--- src/rtl/vc_test_pkg.sv ---
// Shared definitions for the val/rdy test sources and sinks: LFSR constants,
// the source state enum and the step/delay helpers used by both.
package vc_test_pkg;

  localparam int unsigned LFSR_W    = 32;
  localparam logic [31:0] LFSR_MASK = 32'h8020_0003;

  typedef enum logic {
    ACTIVE = 1'b0,
    DONE   = 1'b1
  } src_state_e;

  // Right-shifting Galois step: the feedback bit is the one shifted out.
  function automatic logic [31:0] lfsr_step(input logic [31:0] s);
    return {1'b0, s[31:1]} ^ (s[0] ? LFSR_MASK : 32'h0);
  endfunction

  // 33-bit modulus so that max_delay = all-ones still gives a span of 2^32.
  function automatic logic [31:0] draw_delay(input logic [31:0] lfsr_val,
                                             input logic [31:0] max_delay);
    return 32'(({1'b0, lfsr_val} % ({1'b0, max_delay} + 33'd1)));
  endfunction

endpackage

--- src/rtl/vc_test_rand_delay_source_if.sv ---
// Val/rdy message channel between a test source and the design under test.
interface vc_test_rand_delay_source_if #(
  parameter int unsigned p_msg_nbits = 1
);

  logic                   val;
  logic                   rdy;
  logic [p_msg_nbits-1:0] msg;

  modport master (output val, output msg, input  rdy);
  modport slave  (input  val, input  msg, output rdy);

endinterface

--- src/rtl/vc_test_lfsr32.sv ---
// 32-bit Galois LFSR that advances only when enabled; a zero seed is
// replaced by 1 so the register can never lock up.
module vc_test_lfsr32
  import vc_test_pkg::*;
#(
  parameter logic [31:0] p_seed = 32'h0000_0001
)(
  input  logic        clk,
  input  logic        reset,
  input  logic        en,
  output logic [31:0] state,
  output logic [31:0] state_next
);

  localparam logic [31:0] SEED = (p_seed == 32'h0) ? 32'h0000_0001 : p_seed;

  logic [31:0] state_q;
  logic [31:0] state_d;

  assign state_next = lfsr_step(state_q);
  assign state_d    = en ? state_next : state_q;
  assign state      = state_q;

  always_ff @(posedge clk or posedge reset) begin
    if (reset) begin
      state_q <= SEED;
    end else begin
      state_q <= state_d;
    end
  end

endmodule

--- src/rtl/vc_test_rand_delay_source.sv ---
// Test source: streams m[0..n_eff-1] over val/rdy, inserting a pseudo-random
// number of idle cycles (0..max_delay) after every accepted message.
//
//   state  | meaning
//   -------+---------------------------------------------------------------
//   ACTIVE | sending messages or counting down the idle gap before the next
//   DONE   | every message accepted; val held low until reset
module vc_test_rand_delay_source
  import vc_test_pkg::*;
#(
  parameter int unsigned p_msg_nbits = 1,
  parameter int unsigned p_num_msgs  = 1024,
  parameter logic [31:0] p_seed      = 32'h0000_0001
)(
  input  logic                         clk,
  input  logic                         reset,
  input  logic [31:0]                  max_delay,
  input  logic [31:0]                  num_msgs,
  vc_test_rand_delay_source_if.master  src,
  output logic                         done
);

  localparam int unsigned IW      = (p_num_msgs > 1) ? $clog2(p_num_msgs) : 1;
  localparam logic [31:0] NUM_CAP = 32'(p_num_msgs);

  // Loaded hierarchically by the bench before reset is released.
  logic [p_msg_nbits-1:0] m [p_num_msgs];

  src_state_e  fsm_q, fsm_d;
  logic [31:0] idx_q, idx_d;
  logic [31:0] count_q, count_d;
  logic [31:0] n_eff;
  logic [31:0] lfsr, lfsr_next;
  logic        lfsr_en;
  logic        val;
  logic        fire;
  logic [IW-1:0] idx_sel;

  assign n_eff = (num_msgs > NUM_CAP) ? NUM_CAP : num_msgs;

  // reset is folded in directly so val drops without waiting for a clock.
  assign val  = !reset && (fsm_q == ACTIVE) && (count_q == 32'd0) && (idx_q < n_eff);
  assign fire = val && src.rdy;
  assign done = !reset && ((fsm_q == DONE) || (idx_q >= n_eff));

  assign idx_sel  = (idx_q < NUM_CAP) ? idx_q[IW-1:0] : '0;
  assign src.val  = val;
  assign src.msg  = m[idx_sel];

  vc_test_lfsr32 #(
    .p_seed (p_seed)
  ) u_lfsr (
    .clk        (clk),
    .reset      (reset),
    .en         (lfsr_en),
    .state      (lfsr),
    .state_next (lfsr_next)
  );

  always_ff @(posedge clk or posedge reset) begin
    if (reset) begin
      fsm_q   <= ACTIVE;
      idx_q   <= 32'd0;
      count_q <= 32'd0;
    end else begin
      fsm_q   <= fsm_d;
      idx_q   <= idx_d;
      count_q <= count_d;
    end
  end

  always_comb begin
    fsm_d   = fsm_q;
    idx_d   = idx_q;
    count_d = count_q;
    lfsr_en = 1'b0;
    case (fsm_q)
      ACTIVE: begin
        if (idx_q >= n_eff) begin
          fsm_d = DONE;
        end else if (count_q != 32'd0) begin
          count_d = count_q - 32'd1;
        end else if (fire) begin
          idx_d   = idx_q + 32'd1;
          lfsr_en = 1'b1;
          count_d = draw_delay(lfsr_next, max_delay);
        end
      end
      DONE: begin
        fsm_d = DONE;
      end
    endcase
  end

endmodule

--- src/flat_wrapper.sv ---
// flat-port wrapper written by rule: the top's interface ports become plain ports
module vc_test_rand_delay_source_flat import vc_test_pkg::*;
#(
  parameter int unsigned p_msg_nbits = 1,
  parameter int unsigned p_num_msgs  = 1024,
  parameter logic [31:0] p_seed      = 32'h0000_0001
)
  (clk, reset, max_delay, num_msgs, done, src_val, src_msg, src_rdy);
  vc_test_rand_delay_source_if #(.p_msg_nbits(p_msg_nbits)) src_i ();
  input  logic clk;
  input  logic reset;
  input  logic [31:0] max_delay;
  input  logic [31:0] num_msgs;
  output logic done;
  output wire logic [$bits(src_i.val)-1:0] src_val;
  output wire logic [$bits(src_i.msg)-1:0] src_msg;
  input wire logic [$bits(src_i.rdy)-1:0] src_rdy;
  assign src_val = src_i.val;
  assign src_msg = src_i.msg;
  assign src_i.rdy = src_rdy;
  vc_test_rand_delay_source #(.p_msg_nbits(p_msg_nbits), .p_num_msgs(p_num_msgs), .p_seed(p_seed)) u_core (.clk(clk), .reset(reset), .max_delay(max_delay), .num_msgs(num_msgs), .src(src_i), .done(done));
endmodule
--- config.mk ---
export PLATFORM = sky130hd
export DESIGN_NAME = vc_test_rand_delay_source_flat
export DESIGN_NICKNAME = d
export VERILOG_FILES = /design/src/rtl/vc_test_pkg.sv /design/src/rtl/vc_test_rand_delay_source_if.sv /design/src/rtl/vc_test_lfsr32.sv /design/src/rtl/vc_test_rand_delay_source.sv /design/src/flat_wrapper.sv
export SDC_FILE = /design/constraint.sdc
export NUM_CORES = 2
export LEC_CHECK = 0
export CAP_MARGIN = 40
export CELL_PAD_IN_SITES_DETAIL_PLACEMENT = 0
export CELL_PAD_IN_SITES_GLOBAL_PLACEMENT = 2
export CORE_MARGIN = 3
export CORE_UTILIZATION = 39
export CTS_BUF_LIST = sky130_fd_sc_hd__clkbuf_8
export CTS_CLUSTER_DIAMETER = 30
export CTS_CLUSTER_SIZE = 40
export DETAILED_ROUTE_END_ITERATION = 10
export PLACE_DENSITY = 0.82
export SYNTH_ARGS = -nofsm -noshare
export SYNTH_HDL_FRONTEND = slang
export SYNTH_SLANG_ARGS = --single-unit
--- constraint.sdc ---
create_clock -name clk -period 106 [get_ports clk]
set_clock_uncertainty 0.1 [all_clocks]
set_input_delay 21.2 -clock clk [delete_from_list [all_inputs] [get_ports clk]]
set_output_delay 21.2 -clock clk [all_outputs]
set_load 0.01 [all_outputs]
==> impl_results.md <==
- Reg clk slew, reported paths: approximately 0.12 ns
- Number of DRC markers in iteration 0: ~4.1k
- Critical Path RT: 106.18 ns
- Post-DP HPWL: 136000 µm
- DRT Pass-1 Iters: 6
- Row count: 114
- CP max stage delay: 0.80 ns
- H-tree Lvls: 3
- Crit-path slowest cell: clkdlybuf4s50_1
- Vias per cell: about 6.3
- Startpoint Class: input pin
- Path category of the worst min-delay check: register to register
- Share of the synthesized area in the top cell type: 19.4%
- I/O pins: 70
- CTS Buffer Depth: 2
- FILL cells: between 10k and 15k
- R2R setup slack: 25.51 ns
- Final wirelength: 172000 µm
- Clock tree root buffer cell: clkbuf_8
- Post-layout power: 0.000177 W
- FF-to-FF Start: u_core.u_lfsr.state[0]$_DFFE_PP1P_
- CTS buffer count: 9
- Critical-path maximum fanout: 40
- WL per Instance: 24.5 µm
- Most common cell on crit path: ha_1
- Overflow after GRT: 0
- FMAX: 9.85 MHz
- Crit share post-route: 95.8%
- Setup ws final: 4.43 ns
- Core area: ~98000 µm²
- Status: complete, no violations
- Number of synthesized flops with an enable pin: 0
- CTS Hold Bufs: 0
- Worst endpoint data arrival time: a little over 100 ns
- IR Drop Worst-Case VDD: 0.00683 mV
- Area leader, netlist: ha_1
- Max Slew Vio Count: 0
- Post-synthesis sequential area ratio: 6.28%
- Synth Instances: 5569
- Top cells by area, synth: ha_1 19%, dfrtp_1 6.2%, xnor2_1 6.0%
- Die width: 321 µm
- Max_slew headroom: 37.4%
- Layout Utilization: 44.5%
- Pleak: 20.5 nW
- Final instance area: 43400 µm²
- Final ANT Viol Nets: 0
- Layout cells sized above 1: between 10 and 15%
- Most frequent cells in the layout: 598 x ha_1, 584 x nor2_1, 584 x nand2_1
- Via count: 44.4k
- Worst r2r dst: u_core.count_q[19]$_DFFE_PP0P_
- Initial Util: approximately two fifths
- Most common cell after layout, fill and taps aside: ha_1
- Die Y: 321 µm
- Ys Warns: 0
- Critical setup path kind: input pin to register
- Async SR Flop Fraction: 100%
- Min Clock Period, post-route: 101.57 ns
- Largest net degree at the start of global routing: 53
- Number of global-route vias before repair: between 40k and 50k
- Initial antenna violation count: 17
- CTS Sinks: 97
- CP startpoint: max_delay[19]
- Cell Pwr Density: 4.08 nW/µm²
- Worst-skew pair later-pin latency: between 0.4 and 0.5 ns
- Capture point of the critical path: u_core.count_q[19]$_DFFE_PP0P_
- Pre-CTS setup slack: -1.86 ns
- Placed cell area: 42200 µm²
- R2r worst-path depth: 354
- Setup TNS: 0 ns
- Top FF cell, synth: dfrtp_1
- Yosys reg bits: 97
- Nets: between 6k and 7k
- TritonCTS clock tree: built
- Final setup violation count: 0
- Area grow syn2layout: 12.3%
- Synth unique cells: ~120
- Mapped Area: 38700 µm²
- Syn avg cell area: 6.94 µm²
- Worst setup EP type: register
- Buffers added on ports: slightly below 70
- Final Hold Fails: 0
- Drc violations: 0
- Gr usage total: 32.0%
- Wire length of the first global-routing pass: 255000 µm
- Maxcap violations: 0
- Worst-Margin Slew: between 0.9 and 1 ns
- Global placement routability congestion: between 1 and 1.5
- Die area: just over 100000 µm²
## cell families after synthesis
logic type,after synthesis,synth area share (%)
DFF,97,6.28
adders and majority gates,600,19.4
AOI/OAI and AO/OA,1778,30.5
xor gates and xnor gates,423,9.58
buffers and inverters,384,3.92
muxes,113,3.27
and+or+nand+nor,2172,27.0
other,2,0.0194
## registers in the layout, indices dropped and copies added (netlist names)
| name | flops |
|---|---|
| u_core.u_lfsr.state | 32 |
| u_core.count_q | 32 |
| u_core.fsm_q | 1 |
| u_core.idx_q | 32 |
## cell type report
class                           count  area (µm²)  area share [%]
Clock buffer                        9         124           0.285
Antenna cell                       15        37.5          0.0865
Tap cell                         1276        1600            3.68
Clock inverter                      7        95.1           0.219
Sequential cell                    97        2430            5.60
Multi-Input combinational cell   5110       35700            82.2
Timing Repair Buffer              323        2710            6.25
Inverter                          190         716            1.65
## cells in the mapped netlist (156+ instances only)
cell type / count
nor3_1: 230
xor2_1: 156
o21ai_0: 342
nor2_1: 596
nand2_1: 590
a21oi_1: 431
ha_1: 599
o21a_1: 172
a21o_1: 187
inv_1: 189
xnor2_1: 267
nand3_1: 161
## timing repair
| action | CTS | global route |
|---|---|---|
| setup endpoints to repair | 32 | 32 |
| pin swaps | 1 | 15 |
| gates cloned | 0 | 2 |
| gates resized for setup | 17 | 149 |
| setup buffers | 6 | 23 |
## worst min path at each step
| stage | startpoint | endpoint | slack [ns] | depth (start not counted) |
|---|---|---|---|---|
| finish | u_core.idx_q[31]$_DFFE_PP0P_ | u_core.idx_q[31]$_DFFE_PP0P_ | 0.39 | 1 |
| global route | u_core.idx_q[31]$_DFFE_PP0P_ | u_core.idx_q[31]$_DFFE_PP0P_ | 0.41 | 1 |
| CTS | u_core.idx_q[31]$_DFFE_PP0P_ | u_core.idx_q[31]$_DFFE_PP0P_ | 0.40 | 1 |
| detailed placement | u_core.idx_q[31]$_DFFE_PP0P_ | u_core.idx_q[31]$_DFFE_PP0P_ | 0.38 | 1 |
| global placement | u_core.idx_q[31]$_DFFE_PP0P_ | u_core.idx_q[31]$_DFFE_PP0P_ | 0.37 | 1 |
| floorplan | u_core.idx_q[31]$_DFFE_PP0P_ | u_core.idx_q[31]$_DFFE_PP0P_ | 0.35 | 1 |
## report_power, final
part | leakage, nW | total (W) | internal [W] | switching (W)
sequential | 1.25 | 0.0000381 | 0.0000374 | 0.000000661
clock | 0.111 | 0.0000290 | 0.0000116 | 0.0000174
combinational | 19.2 | 0.000110 | 0.0000421 | 0.0000680
## layer usage
layer / up-vias / global-route usage (%) / share of wire, % / wire [µm]
li1: 21100 / - / - / -
met1: 21100 / 43.6 / 44 / 76400
met2: 1806 / 51.2 / 44 / 75000
met3: 365 / 4.12 / 7.5 / 12900
met4: 4 / 12.4 / 4.7 / 8090
met5: - / 0 / 0.013 / 23
## through the flow
stage | hold slack, ns | instances
final | 0.394 | 7027
after global placement | 0.371 | 6952
after CTS | 0.399 | 6987
after floorplan | 0.352 | 5589
after detailed placement | 0.379 | 6965
after global routing | 0.408 | 7014
## critical path: cells and delay by family
family | cells | cell delay, ns
AO/OA/AOI/OAI | 188 | 42.12
AND/OR/NAND/NOR | 89 | 18.81
adder cells (fa/ha/maj) | 32 | 9.71
buffers and inverters | 40 | 7.53
multiplexers | 6 | 2.24
Power figures use the tool's default switching activity.
